===== src/rtl/dot_product_if.sv =====
// Host-side bundle for the dot-product engine: two packed operand vectors in,
// registered result plus one-cycle strobe out.
interface dot_product_if #(
  parameter int MATRIXSIZE = 5,
  parameter int WIDTH      = 8
);
  logic [MATRIXSIZE*WIDTH-1:0] a_flat;
  logic [MATRIXSIZE*WIDTH-1:0] b_flat;
  logic [WIDTH-1:0]            o;
  logic                        o_valid;

  modport master (output a_flat, output b_flat, input  o, input  o_valid);
  modport slave  (input  a_flat, input  b_flat, output o, output o_valid);
endinterface


===== src/rtl/dot_product.sv =====
// Free-running sequential dot product: one multiply-accumulate per clock,
// publishing sum(a[i]*b[i]) every MATRIXSIZE cycles. Optional macro
// DOT_PRODUCT_SATURATE_EN clamps the published result instead of wrapping it.
module dot_product #(
  parameter int MATRIXSIZE = 5,
  parameter int WIDTH      = 8
) (
  input  logic         clk,
  input  logic         rst_n,
  dot_product_if.slave bus
);

  localparam int PROD_W = 2 * WIDTH;
  localparam int ACC_W  = PROD_W + $clog2(MATRIXSIZE);
  localparam int IDX_W  = (MATRIXSIZE > 1) ? $clog2(MATRIXSIZE) : 1;
  localparam logic [IDX_W-1:0] LAST_IDX = IDX_W'(MATRIXSIZE - 1);

  logic [IDX_W-1:0]            r_idx;
  logic [MATRIXSIZE*WIDTH-1:0] r_snap_a;
  logic [MATRIXSIZE*WIDTH-1:0] r_snap_b;
  logic [ACC_W-1:0]            r_acc;
  logic [WIDTH-1:0]            r_o;
  logic                        r_o_valid;

  logic                        w_first;
  logic                        w_last;
  logic [IDX_W-1:0]            w_idx_next;
  logic [WIDTH-1:0]            w_elem_a;
  logic [WIDTH-1:0]            w_elem_b;
  logic [PROD_W-1:0]           w_prod;
  logic [ACC_W-1:0]            w_acc_next;

  function automatic logic [WIDTH-1:0] reduce_result(input logic [ACC_W-1:0] acc);
`ifdef DOT_PRODUCT_SATURATE_EN
    if (acc > ACC_W'({WIDTH{1'b1}}))
      return {WIDTH{1'b1}};
    else
      return acc[WIDTH-1:0];
`else
    return WIDTH'(acc);
`endif
  endfunction

  assign w_first    = (r_idx == '0);
  assign w_last     = (r_idx == LAST_IDX);
  assign w_idx_next = w_last ? '0 : r_idx + IDX_W'(1);

  // Element 0 comes straight from the live inputs on the capture edge; later
  // elements come from the snapshot so mid-pass input changes are ignored.
  always_comb begin
    w_elem_a = '0;
    w_elem_b = '0;
    for (int i = 0; i < MATRIXSIZE; i++) begin
      if (r_idx == IDX_W'(i)) begin
        w_elem_a = r_snap_a[i*WIDTH +: WIDTH];
        w_elem_b = r_snap_b[i*WIDTH +: WIDTH];
      end
    end
    if (w_first) begin
      w_elem_a = bus.a_flat[WIDTH-1:0];
      w_elem_b = bus.b_flat[WIDTH-1:0];
    end
  end

  assign w_prod     = PROD_W'(w_elem_a) * PROD_W'(w_elem_b);
  assign w_acc_next = w_first ? ACC_W'(w_prod) : r_acc + ACC_W'(w_prod);

  // Stage boundary: accumulate and publish.
  always_ff @(posedge clk or negedge rst_n) begin
    if (!rst_n) begin
      r_idx     <= '0;
      r_snap_a  <= '0;
      r_snap_b  <= '0;
      r_acc     <= '0;
      r_o       <= '0;
      r_o_valid <= 1'b0;
    end else begin
      r_idx     <= w_idx_next;
      r_acc     <= w_acc_next;
      r_o_valid <= w_last;
      if (w_first) begin
        r_snap_a <= bus.a_flat;
        r_snap_b <= bus.b_flat;
      end
      if (w_last)
        r_o <= reduce_result(w_acc_next);
    end
  end

  assign bus.o       = r_o;
  assign bus.o_valid = r_o_valid;

endmodule


===== src/flat_wrapper.sv =====
// flat-port wrapper written by rule: the top's interface ports become plain ports
module dot_product_flat 
#(
  parameter int MATRIXSIZE = 5,
  parameter int WIDTH      = 8
)
  (clk, rst_n, bus_a_flat, bus_b_flat, bus_o, bus_o_valid);
  dot_product_if #(.MATRIXSIZE(MATRIXSIZE), .WIDTH(WIDTH)) bus_i ();
  input  logic clk;
  input  logic rst_n;
  input wire logic [$bits(bus_i.a_flat)-1:0] bus_a_flat;
  input wire logic [$bits(bus_i.b_flat)-1:0] bus_b_flat;
  output wire logic [$bits(bus_i.o)-1:0] bus_o;
  output wire logic [$bits(bus_i.o_valid)-1:0] bus_o_valid;
  assign bus_i.a_flat = bus_a_flat;
  assign bus_i.b_flat = bus_b_flat;
  assign bus_o = bus_i.o;
  assign bus_o_valid = bus_i.o_valid;
  dot_product #(.MATRIXSIZE(MATRIXSIZE), .WIDTH(WIDTH)) u_core (.clk(clk), .rst_n(rst_n), .bus(bus_i));
endmodule

===== config.mk =====
export PLATFORM = sky130hd
export DESIGN_NAME = dot_product_flat
export DESIGN_NICKNAME = d
export VERILOG_FILES = /design/src/rtl/dot_product_if.sv /design/src/rtl/dot_product.sv /design/src/flat_wrapper.sv
export SDC_FILE = /design/constraint.sdc
export NUM_CORES = 1
export LEC_CHECK = 0
export BUFFER_PORTS_ARGS = -buffer_cell sky130_fd_sc_hd__buf_4
export CORE_UTILIZATION = 29
export DETAILED_ROUTE_END_ITERATION = 6
export PLACE_DENSITY = 0.53
export SYNTH_ARGS = -nofsm -noshare
export SYNTH_HDL_FRONTEND = slang
export SYNTH_SLANG_ARGS = --single-unit

===== constraint.sdc =====
create_clock -name clk -period 15.5 [get_ports clk]
set_clock_uncertainty 0.15 [all_clocks]
set_input_delay 0.775 -clock clk [delete_from_list [all_inputs] [get_ports clk]]
set_output_delay 0.775 -clock clk [all_outputs]
set_load 0.05 [all_outputs]

==> impl_summary.log <==
INFO  metric row_count = 48
INFO  metric overflow = 0
INFO  metric reported_max_cap_violation_count = 0
INFO  metric layout-area-overhead-vs-synth = 21.37%
INFO  metric critical-path-slowest-cell = buf_4
INFO  metric ys_warn_count = 0
INFO  metric cts.root.buffer_cell = clkbuf_16
INFO  metric min_period_over_period = about 45%
INFO  metric netlist_top_cells_count = nand2_1 (258), dfrtp_1 (84), nor2_1 (33), inv_1 (30), ha_1 (28)
INFO  metric worstSetupPathType = reg2reg
INFO  metric regArea = about 0.0021 mm2
INFO  metric ys_seq_area_share = 40.89%
INFO  metric max-slew-margin-rel = between 40 and 50%
INFO  metric proportion_of_netlist_area_held_by_the_largest_area_contributor = 40.89%
INFO  metric postLayoutSetupSlackWorst = 8478 ps
INFO  metric fp.dieH = 135.1 um
INFO  metric clock_tree.htree_level_count = 3
INFO  metric layout.filler_cells = roughly 1800
INFO  metric antenna_left = 0
INFO  metric cts_post_setup_buffers_inserted = 0
INFO  metric floorplan.io_pins = between 90 and 100
INFO  metric worstPathRequired = 15610 ps
INFO  metric vdd.ir_drop.worst = 0.00005854 V
INFO  metric final-instance-count-excl-fill = between 900 and 1000
INFO  metric residual_drc = 0
INFO  metric power_per_cell_area = 121.7 mW/mm2
INFO  metric cts-buffers-inserted = 9
INFO  metric synth_edf_count = 0
INFO  metric first_drt_pass_iteration_count = 4
INFO  metric tritoncts_num_sinks = 84
INFO  metric area_of_the_core = 0.01730 mm2
INFO  metric tritoncts = done
INFO  metric detailedPlacementHpwl = 10520 um
INFO  metric dp_worst_setup_slack = 8503 ps
INFO  metric dp_cells = 904
INFO  metric drt_first_iter_violations = 201
INFO  metric grt_pass1_wl = 22910 um
INFO  metric insertedDiodeCount = 0
INFO  metric synthesis.nets = between 700 and 800
INFO  metric total_routing_resource_utilization_after_global_routing = 16.48%
INFO  metric max_stage_delay = 550 ps
INFO  metric dominantRegCellSynth = dfrtp_1
INFO  metric die-width = 135.1 um
INFO  metric crit_path_cell_trace = inv_1 > ha_1 > buf_4 > nor2b_4 > buf_4 > a221oi_2 > nand2_1 > nor2_1 > fa_1 > fa_1 > ha_1 > inv_1 > fa_1 > inv_1 > ha_1 > xor2_1 > ha_1 > or4_1 > a31oi_1 > xor2_1 > xor3_1 > o21ai_1
INFO  metric number_of_global_route_vias_before_repair = 4430
INFO  metric synthesis.area_per_instance = roughly 8.4 um2
INFO  metric grt_max_degree = 73
INFO  metric critPathCaptureType = flip-flop
INFO  metric synth.top_cells.by_area = dfrtp_1 (41%), nand2_1 (19%), ha_1 (6.8%)
INFO  metric synth.most_common_cell = nand2_1
INFO  metric power.static_leakage = roughly 3.2 nW
INFO  metric final_core_util = 36.07%
INFO  metric drt-wirelength-per-cell = 15.00 um
INFO  metric final.min_clock_period = 7022 ps
INFO  metric r2r.worst_path.cells = 22
INFO  metric routabilityCongestion = between 0.8 and 0.9
INFO  metric number_of_buffers_inserted_by_hold_repair_at_cts = 0
INFO  metric r2r_setup_slack = 8480 ps
INFO  metric routed-via-count = 4302
INFO  metric yosysUniqueCellTypes = 48
INFO  metric critical_path.max_fanout = 59
INFO  metric worst_ep_arrival_time = 7140 ps
INFO  metric hold_violations = 0
INFO  metric timing_worst_slew_pin_value = 790.0 ps
INFO  metric critPathTopFamily = adder cells
INFO  metric setup_viol = 0
INFO  metric crit_path_frequent_cell = ha_1
INFO  metric worstReg2RegEnd = u_core.bus.o[7]
INFO  metric synth_area = slightly above 0.005 mm2
INFO  metric antenna_found_initial = 0
INFO  metric worst_skew_pair.late_latency = 350 ps
INFO  metric die_area = 0.01826 mm2
INFO  metric layout-drive-gt1-share = 17.70%
INFO  metric clock_path_buffers = 2
INFO  metric setup_total_negative_slack = 0 ps
INFO  metric yosys_register_bits = 84
INFO  metric num-nets-final = 813
INFO  metric synth_cells = 615
INFO  metric report.final.slew_viol_count = 0
INFO  metric io_buffer_count = 90
INFO  metric synth-async-reset-ratio = 100.0%
INFO  metric via_per_inst = 4.676
INFO  metric max_freq = approximately 140 MHz
INFO  metric hold_path_class = in2async
INFO  metric clock_transition_at_the_register_clock_pins_on_the_worst_setup_and_hold_paths_after_cts = ~60 ps
INFO  metric multi_input_logic_area = 0.002751 mm2
INFO  metric crit_path_start_kind = flip-flop
INFO  metric post_cts_resize_count = 0
INFO  metric rsz0062_at_grt = no
INFO  metric wirelength = 13800 um
INFO  metric status = finished, final reports clean
INFO  metric initial_core_util = 29.72%
INFO  metric path_buf_inv = 5
INFO  metric timing.rr.start = u_core.r_idx[0]
INFO  metric synth_largest_area_cell = dfrtp_1
layout by cell type, fill, tap and decap left out, types with 3 or more instances in the layout:
cell       netlist  final
a21o_1           7      7
fa_1            13     13
buf_4            1     96
mux2i_1         11     11
a221oi_1         5      5
ha_1            28     28
nand2_1        258    258
xor2_1           4      4
nor2_1          33     33
nand3_1          4      4
xnor2_1         16     16
o211ai_1         5      5
nor3b_1          3      3
clkbuf_16        0      9
o21ai_0         17     17
a21oi_1         14     14
dfrtp_1         84     84
or2_2            5      5
nor2b_1          4      4
a22o_1           4      4
inv_1           30     30
nand3b_1         7      7
flip-flops by register name, summed over array words and instances, names as in the netlist:
signal	count
u_core.r_snap_a	32
u_core.r_snap_b	32
u_core.bus.o	8
u_core.r_acc	8
u_core.r_idx	3
u_core.bus.o_valid	1
power by group:
group          leakage [nW]  internal (mW)  switching, mW
Combinational          2.06          0.131          0.157
Clock                 0.129          0.113         0.0887
Sequential            0.984          0.253         0.0170
Total                  3.17          0.497          0.263
through the flow:
step | hold slack [ps] | instance area (um2) | power (mW)
after global placement | 312.1 | 5968 | 0.5572
after global routing | 184.3 | 6240 | 0.8114
after detailed placement | 314.0 | 5968 | 0.5664
after floorplan | 295.4 | 5141 | 0.4826
final | 165.8 | 6240 | 0.7597
after CTS | 165.4 | 6240 | 0.7701
layer usage:
metal  up-vias  wire, um  part of all wire [%]  GRT usage (%)
li1       2117         -                     -              -
met1      2076      6347                    46          21.57
met2        96      6751                    49          27.72
met3        13       539                   3.9          3.030
met4         0       162                   1.2          4.619
met5         -         0                     0              0
how the worst max path moves through the flow:
stage | from | to | slack [ps] | cells after the start
CTS | u_core.r_idx[0] | u_core.bus.o[7] | 8490 | 22
floorplan | u_core.r_idx[2] | u_core.bus.o[7] | 9520 | 23
global placement | u_core.r_idx[0] | u_core.bus.o[7] | 8650 | 22
finish | u_core.r_idx[0] | u_core.bus.o[7] | 8480 | 22
detailed placement | u_core.r_idx[0] | u_core.bus.o[7] | 8500 | 22
global route | u_core.r_idx[0] | u_core.bus.o[7] | 7910 | 22
layout make-up:
| cell class | instances | share of cell area [%] |
|---|---|---|
| flip-flops and latches | 84 | 33.69 |
| repair buffers | 96 | 11.55 |
| clock inverters | 4 | 0.4010 |
| clock buffers | 12 | 3.950 |
| multi-input cells | 469 | 44.09 |
| inverters | 30 | 1.805 |
| well taps | 225 | 4.512 |
kinds of logic after synthesis:
family | share of synthesized area (%)
flops | 40.89
xor+xnor | 4.307
fa+ha+maj | 11.88
buf+inv | 5.646
compound gates | 9.929
mux | 2.142
simple gates | 25.21
No activity file was read; power rests on OpenSTA's default activity.
